### src/rtl/svc_rv_fp_mc_seq_pkg.sv
// rtl/svc_rv_fp_mc_seq_pkg.sv - shared FP flag definitions for the multi-cycle sequencer
package svc_rv_fp_mc_seq_pkg;

  // Accrued exception flags, bit order {NV,DZ,OF,UF,NX}
  localparam int FFLAGS_W = 5;
  localparam int FF_NV    = 4;
  localparam int FF_DZ    = 3;
  localparam int FF_OF    = 2;
  localparam int FF_UF    = 1;
  localparam int FF_NX    = 0;

  typedef logic [FFLAGS_W-1:0] fflags_t;

  // A CSR write replaces the accumulator, but flags captured in the same
  // cycle must still stick on top of the written value.
  function automatic fflags_t fflags_next(input logic    csr_we,
                                          input fflags_t csr_wdata,
                                          input fflags_t acc,
                                          input fflags_t captured);
    return (csr_we ? csr_wdata : acc) | captured;
  endfunction

endpackage

### src/rtl/svc_rv_fp_mc_seq.sv
// rtl/svc_rv_fp_mc_seq.sv - issue/stall/writeback sequencer for FDIV.S and FSQRT.S
module svc_rv_fp_mc_seq
  import svc_rv_fp_mc_seq_pkg::*;
#(
  parameter int TIMEOUT_CYCLES = 64
) (
  input  logic                clk,
  input  logic                rst,
  input  logic                ex_valid,
  input  logic                ex_is_mc,
  input  logic [4:0]          ex_rd,
  input  logic                flush,
  output logic                fpu_op_valid,
  input  logic                fpu_result_valid,
  input  logic [31:0]         fpu_result,
  input  logic [FFLAGS_W-1:0] fpu_fflags,
  output logic                stall,
  output logic                wb_valid,
  input  logic                wb_ready,
  output logic [4:0]          wb_rd,
  output logic [31:0]         wb_result,
  input  logic                csr_fflags_we,
  input  logic [FFLAGS_W-1:0] csr_fflags_wdata,
  output logic [FFLAGS_W-1:0] fflags_acc,
  output logic                timeout
);

  typedef enum logic [2:0] {
    S_IDLE,
    S_ISSUE,
    S_WAIT,
    S_HOLD,
    S_DRAIN
  } state_t;

  localparam logic [7:0] CNT_LAST = 8'(TIMEOUT_CYCLES - 1);

  state_t        state;
  state_t        state_nxt;
  logic [7:0]    cnt;
  logic          accept;
  logic          capture;
  logic          cnt_clr;
  logic          cnt_inc;
  fflags_t       captured;

  // Flags only reach the accumulator when a live (unflushed) op completes
  assign captured = capture ? fpu_fflags : '0;

  // Next-state decode plus all handshake and stall outputs
  always_comb begin
    state_nxt    = state;
    fpu_op_valid = 1'b0;
    stall        = 1'b0;
    wb_valid     = 1'b0;
    timeout      = 1'b0;
    accept       = 1'b0;
    capture      = 1'b0;
    cnt_clr      = 1'b0;
    cnt_inc      = 1'b0;
    case (state)
      S_IDLE: begin
        if (ex_valid && ex_is_mc && !flush) begin
          accept    = 1'b1;
          stall     = 1'b1;
          state_nxt = S_ISSUE;
        end
      end
      S_ISSUE, S_WAIT: begin
        fpu_op_valid = (state == S_ISSUE);
        stall        = 1'b1;
        if (flush) begin
          // A result arriving with the flush is already drained
          state_nxt = fpu_result_valid ? S_IDLE : S_DRAIN;
          cnt_clr   = !fpu_result_valid;
        end else if (fpu_result_valid) begin
          capture   = 1'b1;
          state_nxt = S_HOLD;
        end else if (state == S_ISSUE) begin
          cnt_clr   = 1'b1;
          state_nxt = S_WAIT;
        end else if (cnt == CNT_LAST) begin
          timeout   = 1'b1;
          state_nxt = S_IDLE;
        end else begin
          cnt_inc = 1'b1;
        end
      end
      S_HOLD: begin
        wb_valid = !flush;
        stall    = !wb_ready;
        if (flush || wb_ready) state_nxt = S_IDLE;
      end
      S_DRAIN: begin
        stall = 1'b1;
        if (fpu_result_valid) begin
          state_nxt = S_IDLE;
        end else if (cnt == CNT_LAST) begin
          timeout   = 1'b1;
          state_nxt = S_IDLE;
        end else begin
          cnt_inc = 1'b1;
        end
      end
      default: state_nxt = S_IDLE;
    endcase
  end

  // State register and inline timeout counter
  always_ff @(posedge clk) begin
    if (rst) begin
      state <= S_IDLE;
      cnt   <= '0;
    end else begin
      state <= state_nxt;
      if (cnt_clr)      cnt <= '0;
      else if (cnt_inc) cnt <= cnt + 8'd1;
    end
  end

  // Destination, result and sticky flag registers
  always_ff @(posedge clk) begin
    if (rst) begin
      wb_rd      <= '0;
      wb_result  <= '0;
      fflags_acc <= '0;
    end else begin
      if (accept)  wb_rd     <= ex_rd;
      if (capture) wb_result <= fpu_result;
      fflags_acc <= fflags_next(csr_fflags_we, csr_fflags_wdata, fflags_acc, captured);
    end
  end

endmodule

### config.mk
export PLATFORM = sky130hd
export DESIGN_NAME = svc_rv_fp_mc_seq
export DESIGN_NICKNAME = d
export VERILOG_FILES = /design/src/rtl/svc_rv_fp_mc_seq_pkg.sv /design/src/rtl/svc_rv_fp_mc_seq.sv
export SDC_FILE = /design/constraint.sdc
export NUM_CORES = 1
export LEC_CHECK = 0
export CAP_MARGIN = 20
export CELL_PAD_IN_SITES_DETAIL_PLACEMENT = 0
export CELL_PAD_IN_SITES_GLOBAL_PLACEMENT = 1
export CORE_MARGIN = 2
export CORE_UTILIZATION = 47
export DETAILED_ROUTE_END_ITERATION = 7
export DONT_BUFFER_PORTS = 1
export PLACE_DENSITY_LB_ADDON = 0.2
export SLEW_MARGIN = 20
export SYNTH_ARGS = -nofsm -noshare
export SYNTH_HDL_FRONTEND = slang
export SYNTH_SLANG_ARGS = --single-unit
### constraint.sdc
create_clock -name clk -period 3.05 [get_ports clk]
set_input_delay 0.61 -clock clk [delete_from_list [all_inputs] [get_ports clk]]
set_output_delay 0.61 -clock clk [all_outputs]
set_load 0.1 [all_outputs]
==> results of run 1 <==
## synth_stat cells (2+ instances only)
library cell | instances | share of area (%)
inv_1 | 3 | 0.51
a21boi_0 | 3 | 1.0
o21a_1 | 2 | 0.68
dfxtp_1 | 53 | 48
or4_1 | 3 | 1.0
nand4_1 | 2 | 0.56
and3b_1 | 2 | 0.79
a21oi_1 | 39 | 8.8
o21ai_0 | 4 | 0.90
nor3_1 | 2 | 0.45
mux2i_1 | 10 | 4.5
clkbuf_1 | 9 | 1.5
nor2_1 | 10 | 1.7
nand2b_1 | 2 | 0.56
nand2_1 | 73 | 12
nor3b_1 | 2 | 0.68
or3_1 | 2 | 0.56
buf_4 | 5 | 1.7
nor2b_1 | 3 | 0.85
nand3_1 | 6 | 1.4
nor4_1 | 3 | 0.85
buf_2 | 2 | 0.45
o31ai_1 | 3 | 1.0
a21boi_1 | 2 | 0.68
## worst min path at each step
stage               startpoint       endpoint  slack (ps)  depth (start not counted)
floorplan               cnt[4]         cnt[4]         460                          2
global placement        cnt[4]         cnt[4]         490                          2
detailed placement      cnt[4]         cnt[4]         500                          2
CTS                        rst   wb_result[2]         350                          1
global route               rst   wb_result[2]         340                          1
finish                     rst  fflags_acc[0]         370                          1
## flip-flops by register name, indices dropped and copies added (netlist names)
register,flops
cnt,8
fflags_acc,5
state,3
wb_rd,5
wb_result,32
## worst max-delay path, delay by kind of cell, from the launching register on
kind / cells / cell delay (ps)
compound gates: 1 / 760
buf+inv: 1 / 260
flops: 1 / 680
simple gates: 2 / 160
## cell type report
cell class	count	area (µm²)
fillers	447	2060
multi-input cells	192	1080
flip-flops and latches	53	1060
clock buffers	6	72.6
well taps	52	65.1
repair buffers	6	57.6
clock inverters	2	38.8
inverters	3	11.3
## kinds of logic (layout without fill, tap and decap cells)
| group | count (synthesis) | after routing | synth area share (%) |
|---|---|---|---|
| AND/OR/NAND/NOR | 117 | 117 | 24.5 |
| AO/OA/AOI/OAI | 63 | 63 | 16.9 |
| buffers and inverters | 21 | 17 | 4.86 |
| flip-flops | 53 | 53 | 47.9 |
| adder cells (fa/ha/maj) | 1 | 1 | 0.565 |
| multiplexers | 10 | 10 | 4.52 |
| XOR/XNOR | 1 | 1 | 0.735 |
## metrics by stage
stage               total power (W)  std cells  utilization (%)
global placement           0.000961        306             51.2
global route                0.00147        314             53.7
CTS                         0.00143        314             53.7
detailed placement         0.000963        306             51.2
finish                      0.00141        314             53.7
floorplan                  0.000950        266                -
## per-layer routing
| metal | vias to the layer above | global-route usage [%] |
|---|---|---|
| met1 | 838 | 22.0 |
| met4 | 0 | 5.76 |
| met3 | 5 | 7.87 |
| met5 | - | 0 |
| met2 | 74 | 29.5 |
| li1 | 897 | - |
## power by group
group / internal [W] / switching, W / leakage (nW)
Sequential: 0.000710 / 0.000138 / 0.429
Combinational: 0.0000372 / 0.0000609 / 0.354
Clock: 0.000246 / 0.000221 / 0.0554
==> metrics.md, run 1 <==
| Metric | Value |
|---|---|
| Antenna fix cells | `0` |
| Clock slew at reported path FFs | `90 ps` |
| R2R Path Start | `state[1]` |
| Fin Setup TNS | `0 ps` |
| Drt drc | `0` |
| Kind of end point of the critical path | `output port` |
| Commonest non-fill, non-tap cell in the layout | `nand2_1` |
| Initial antenna violation count | `0` |
| Clock buffer depth | `2` |
| Synth Net Count | `322` |
| Clk Latency, worst-skew pair | `300 ps` |
| Post-DR vias/cell | `5.78` |
| Worst Tran Pin Value | `995 ps` |
| VDD IR max | `0.418 mV` |
| Setup bufs post-CTS | `0` |
| CTS root buffer | `clkbuf_8` |
| Pin count of the biggest net entering global routing | `49` |
| CP startpoint kind | `register` |
| Crit path largest cell delay | `760 ps` |
| Synth unique cells | `45` |
| Ys async rst share | `0%` |
| Ys flop type | `dfxtp_1` |
| Critical Path AT | `2160 ps` |
| Worst reg2reg path endpoint | `cnt[3]` |
| CTS tree | `done` |
| Final wirelength | `4.83 mm` |
| Critical path peak fanout | `16` |
| First-pass GRT wire length | `7.61 mm` |
| Hold WC Path Type | `input port to register` |
| Post-CTS sizing | `0` |
| Cells after Synth | `266` |
| Most frequent cells in the layout | `nand2_1, dfxtp_1, a21oi_1, mux2i_1, nor2_1` |
| Fmax | `362 MHz` |
| Top sig layer | `met4` |
| Crit Path Class | `register to output port` |
| Dpl cell area | `2270 µm²` |
| PortBufs | `0` |
| Rows | `24` |
| Die area | `5280 µm²` |
| Met1 WL | `2.01 mm` |
| Finished layout cell area | `2390 µm²` |
| Status | `completed` |
| Crit. Startpoint | `state[2]` |
| Die height | `72.6 µm` |
| Iteration-0 DRC Markers | `147` |
| Synthesis warning total | `0` |
| Vias in the first global route | `1722` |
| Aggregate global routing overflow | `0` |
| Layout Nets | `317` |
| Max Cap Viol | `0` |
| Post-DP HPWL | `3.36 mm` |
| Io pins | `101` |
| Hold Violations, Final | `0` |
| Sinks on Clock Net | `53` |
| Clock Skews | `7.76 ps` |
| FF-to-FF setup slack | `1020 ps` |
| Slew margin rel. | `33.6%` |
| Routed wl met3 | `476 µm` |
| Syn Std Cell Area | `2210 µm²` |
| All-layer global routing usage | `18.3%` |
| Core box area | `4440 µm²` |
| Wire per inst | `15.4 µm` |
| Layout cell share with drive strength beyond 1 | `8.78%` |
| Min cycle time layout | `2770 ps` |
| Avg Cell Area, Syn | `8.33 µm²` |
| Total number of vias | `1814` |
| PwrDens | `592 nW/µm²` |
| Period utilisation layout | `90.7%` |
| Met2 wire length | `2.29 mm` |
| Post-synthesis sequential area ratio | `47.9%` |
| Depth of the most critical reg-to-reg path | `4` |
| Required @ worst endpoint | `2440 ps` |
| Cells along the critical path | `nor3b_1 > o21ai_1 > nor2_2 > buf_4` |
| FF+latch count, synth | `53` |
| H-tree levels | `2` |
| Max-slew violation count | `0` |
| Unrepaired setup endpoints after global routing | `false` |
| Initial core utilization | `49.8%` |
| First-pass detailed-route iteration total | `4` |
| Post-DRT Antenna Nets | `0` |
| Chip width | `72.6 µm` |
| Hold Buf Count CTS | `0` |
| Worst setup path endpoint | `timeout` |
| Final setup violation count | `0` |
| Setup WS post-layout | `284 ps` |
| Worst hold margin | `371 ps` |
| Post-synth EDFFs | `0` |
| Pre-CTS worst setup slack | `627 ps` |
| LEAKAGE | `0.838 nW` |
| Area delta synth->final | `7.74%` |
| Slowest stage cell on the critical path | `o21ai_1` |
| Placer Congestion | `0.786` |
| Num CTS Buffers | `5` |
No activity file was read; power rests on OpenSTA's default activity.
==> run 2: changes to the inputs <==
==> constraint.sdc (replaced) <==
create_clock -name clk -period 3.05 [get_ports clk]
set_input_delay 0.61 -clock clk [delete_from_list [all_inputs] [get_ports clk]]
set_output_delay 0.61 -clock clk [all_outputs]
set_load 0.05 [all_outputs]
==> run 2 against run 1 <==
First-iteration DRC count decreased by 38%. Setup slack improved by 120 ps. Critical path depth did not move. Register-to-register slack improved by 50 ps. Hold slack worse by 11 ps. Via count shrank 1.3%. Clock skew shrank 1.2 ps. Non-clock buffer count unchanged. Sequential power fell by 7.3%. Design area shrank 1.9%. Largest cell class is now registers.
==> metrics.md, run 2 (synthesis results as in run 1) <==
| Metric | Value |
|---|---|
| PortBufs | `0 (unchanged)` |
| Slowest stage cell on the critical path | `o21ai_1` |
| Num CTS Buffers | `5 (unchanged)` |
| Total Power | `0.00134 W (-5.2%)` |
| Post-DR vias/cell | `5.70 (-1.3%)` |
| Unrepaired setup endpoints after global routing | `false` |
| Layout Nets | `317 (unchanged)` |
| M1 GR Usage | `21.4% (-0.61 points)` |
| Required @ worst endpoint | `2440 ps (about the same)` |
| Io pins | `101 (unchanged)` |
| Sinks on Clock Net | `53 (unchanged)` |
| First-pass detailed-route iteration total | `4 (unchanged)` |
| Total number of vias | `1790 (-1.3%)` |
| Final wirelength | `4.75 mm (-1.6%)` |
| Iteration-0 DRC Markers | `91 (-38%)` |
| Clock buffer depth | `2 (unchanged)` |
| First-pass GRT wire length | `7.51 mm (-1.4%)` |
| Min-Delay Path Depth | `1 (unchanged)` |
| Kind of end point of the critical path | `output port` |
| Initial antenna violation count | `0 (unchanged)` |
| Hold Violations, Final | `0 (unchanged)` |
| Post-DP HPWL | `3.29 mm (-2.1%)` |
| H-tree levels | `2 (unchanged)` |
| Drt drc | `0 (unchanged)` |
| GR peak layer | `met2` |
| Met2 Resource Use GR | `29.3% (-0.20 points)` |
| Crit Path Class | `register to output port` |
| Die area | `5280 µm² (unchanged)` |
| Max-slew violation count | `0 (unchanged)` |
| R2R Path Start | `state[1]` |
| Worst reg2reg path endpoint | `cnt[4]` |
| Switching pwr | `0.000350 W (-17%)` |
| Die height | `72.6 µm (unchanged)` |
| Largest register FFs | `32 (unchanged)` |
| Cells along the critical path | `nor3b_1 > o21ai_1 > nor2_1 > buf_4` |
| Placed insts | `306 (unchanged)` |
| LEAKAGE | `0.832 nW (-0.75%)` |
| FF-to-FF setup slack | `1070 ps (+50 ps)` |
| Final setup violation count | `0 (unchanged)` |
| Slew margin rel. | `39.2% (+5.6 points)` |
| Setup bufs post-CTS | `0 (unchanged)` |
| Layout cell share with drive strength beyond 1 | `7.25% (-1.5 points)` |
| FILL cells | `450 (+0.67%)` |
| Seq. cell area | `1060 µm² (unchanged)` |
| CP startpoint kind | `register` |
| Antenna fix cells | `0 (unchanged)` |
| Commonest non-fill, non-tap cell in the layout | `nand2_1` |
| Aggregate global routing overflow | `0 (unchanged)` |
| Depth of the most critical reg-to-reg path | `4 (unchanged)` |
| Hold WC Path Type | `input port to register` |
| Critical Path AT | `2030 ps (-130 ps)` |
| Pin count of the biggest net entering global routing | `49 (unchanged)` |
| WHS Endpoint | `fflags_acc[2]` |
| Hold Startpoint | `rst` |
| CTS root buffer | `clkbuf_8` |
| Clk network pwr share | `35.4% (+2.3 points)` |
| Core box area | `4440 µm² (unchanged)` |
| Max Cap Viol | `0 (unchanged)` |
| Min cycle time layout | `2640 ps (-123 ps)` |
| Period utilisation layout | `86.7% (-4.0 points)` |
| Vias in the first global route | `1636 (-5.0%)` |
| Crit path largest cell delay | `730 ps (-30 ps)` |
| Clock Skews | `6.56 ps (-1.20 ps)` |
| Post-Layout Cell Count | `314 (unchanged)` |
| Hold Buf Count CTS | `0 (unchanged)` |
| Status | `completed` |
| Placer Congestion | `0.747 (-5.0%)` |
| Critical path peak fanout | `16 (unchanged)` |
| Met3 Use GR | `8.01% (+0.14 points)` |
| P_int | `0.000990 W (-0.34%)` |
| All-layer global routing usage | `18.1% (-0.14 points)` |
| PwrDens | `573 nW/µm² (-3.3%)` |
| Largest Register | `wb_result` |
| VDD IR max | `0.303 mV (-27%)` |
| Chip width | `72.6 µm (unchanged)` |
| Rows | `24 (unchanged)` |
| CTS tree | `done` |
| Clock slew at reported path FFs | `90 ps (about the same)` |
| Fin Setup TNS | `0 ps (unchanged)` |
| Post-CTS sizing | `0 (unchanged)` |
| Worst Tran Pin Value | `906 ps (-88.9 ps)` |
| Sw Ratio | `26.1% (-3.6 points)` |
| Initial core utilization | `49.8% (unchanged)` |
| Most frequent cells in the layout | `nand2_1, dfxtp_1, a21oi_1, nor2_1, mux2i_1` |
| Comb power frac | `6.0% (-0.9 points)` |
| Multi-input gate area | `1050 µm² (-3.1%)` |
| Clk Latency, worst-skew pair | `300 ps (about the same)` |
| Wire per inst | `15.1 µm (-1.6%)` |
| Area delta synth->final | `5.65%` |
| Regs by FF count | `wb_result: 32 flops, cnt: 8 flops` |
| Post-DRT Antenna Nets | `0 (unchanged)` |
| Sequential power share | `58.6% (-1.4 points)` |
| Fmax | `378 MHz (+4.6%)` |
## run 2: cell count changes in the layout (fill, tap and decap cells not counted)
cell / before / now
a221oi_1: 0 / 1
a221oi_4: 1 / 0
buf_12: 1 / 0
buf_4: 5 / 6
nor2_1: 9 / 10
nor2_2: 1 / 0
nor2b_1: 2 / 3
nor2b_2: 1 / 0
nor3_1: 1 / 2
nor3_4: 1 / 0
## run 2: how the worst max path moves through the flow
| stage | end | start | cells past startpoint | slack, ps |
|---|---|---|---|---|
| after floorplan | stall | flush | 3 | 380 |
| after global placement | timeout | flush | 4 | 800 |
| after detailed placement | timeout | state[1] | 4 | 740 |
| after CTS | timeout | state[1] | 4 | 380 |
| after global routing | timeout | state[1] | 4 | 190 |
| final | timeout | state[2] | 4 | 410 |
## run 2: metal layers
metal	vias to the layer above	share of wire, %
met5	-	0
met4	0	1.2
met3	7	10
met2	70	46
met1	811	43
li1	902	-
## run 2: power groups by stage
stage / Clock (W) / Combinational (W) / Sequential (W)
3_3_place_gp: 0 / 0.0000806 / 0.000801
3_5_place_dp: 0 / 0.0000819 / 0.000801
4_1_cts: 0.000489 / 0.0000818 / 0.000785
5_1_grt: 0.000512 / 0.0000902 / 0.000788
2_1_floorplan: 0 / 0.0000827 / 0.000793
6_report: 0.000474 / 0.0000805 / 0.000785
## run 2: worst max-delay path: cells and delay by family, from the launching register on
family                 cells  cell delay (ps)
flip-flops                 1              580
AND/OR/NAND/NOR            2              190
AO/OA/AOI/OAI              1              730
buffers and inverters      1              220
## run 2: per-stage QoR
step	area (µm²)	hold WS (ps)	utilization, %	setup slack, ps
detailed placement	2230	491	50.1	738
CTS	2340	351	52.6	384
finish	2340	360	52.6	407
global route	2340	352	52.6	186
floorplan	2210	460	-	382
global placement	2230	486	50.1	799
## run 2: layout make-up
type	instances	area share, %
inverter	3	0.481
clock inverter	2	1.66
tap	52	2.78
multi-input combinational	192	44.7
clock buffer	6	3.10
timing repair buffer	6	1.93
sequential	53	45.3
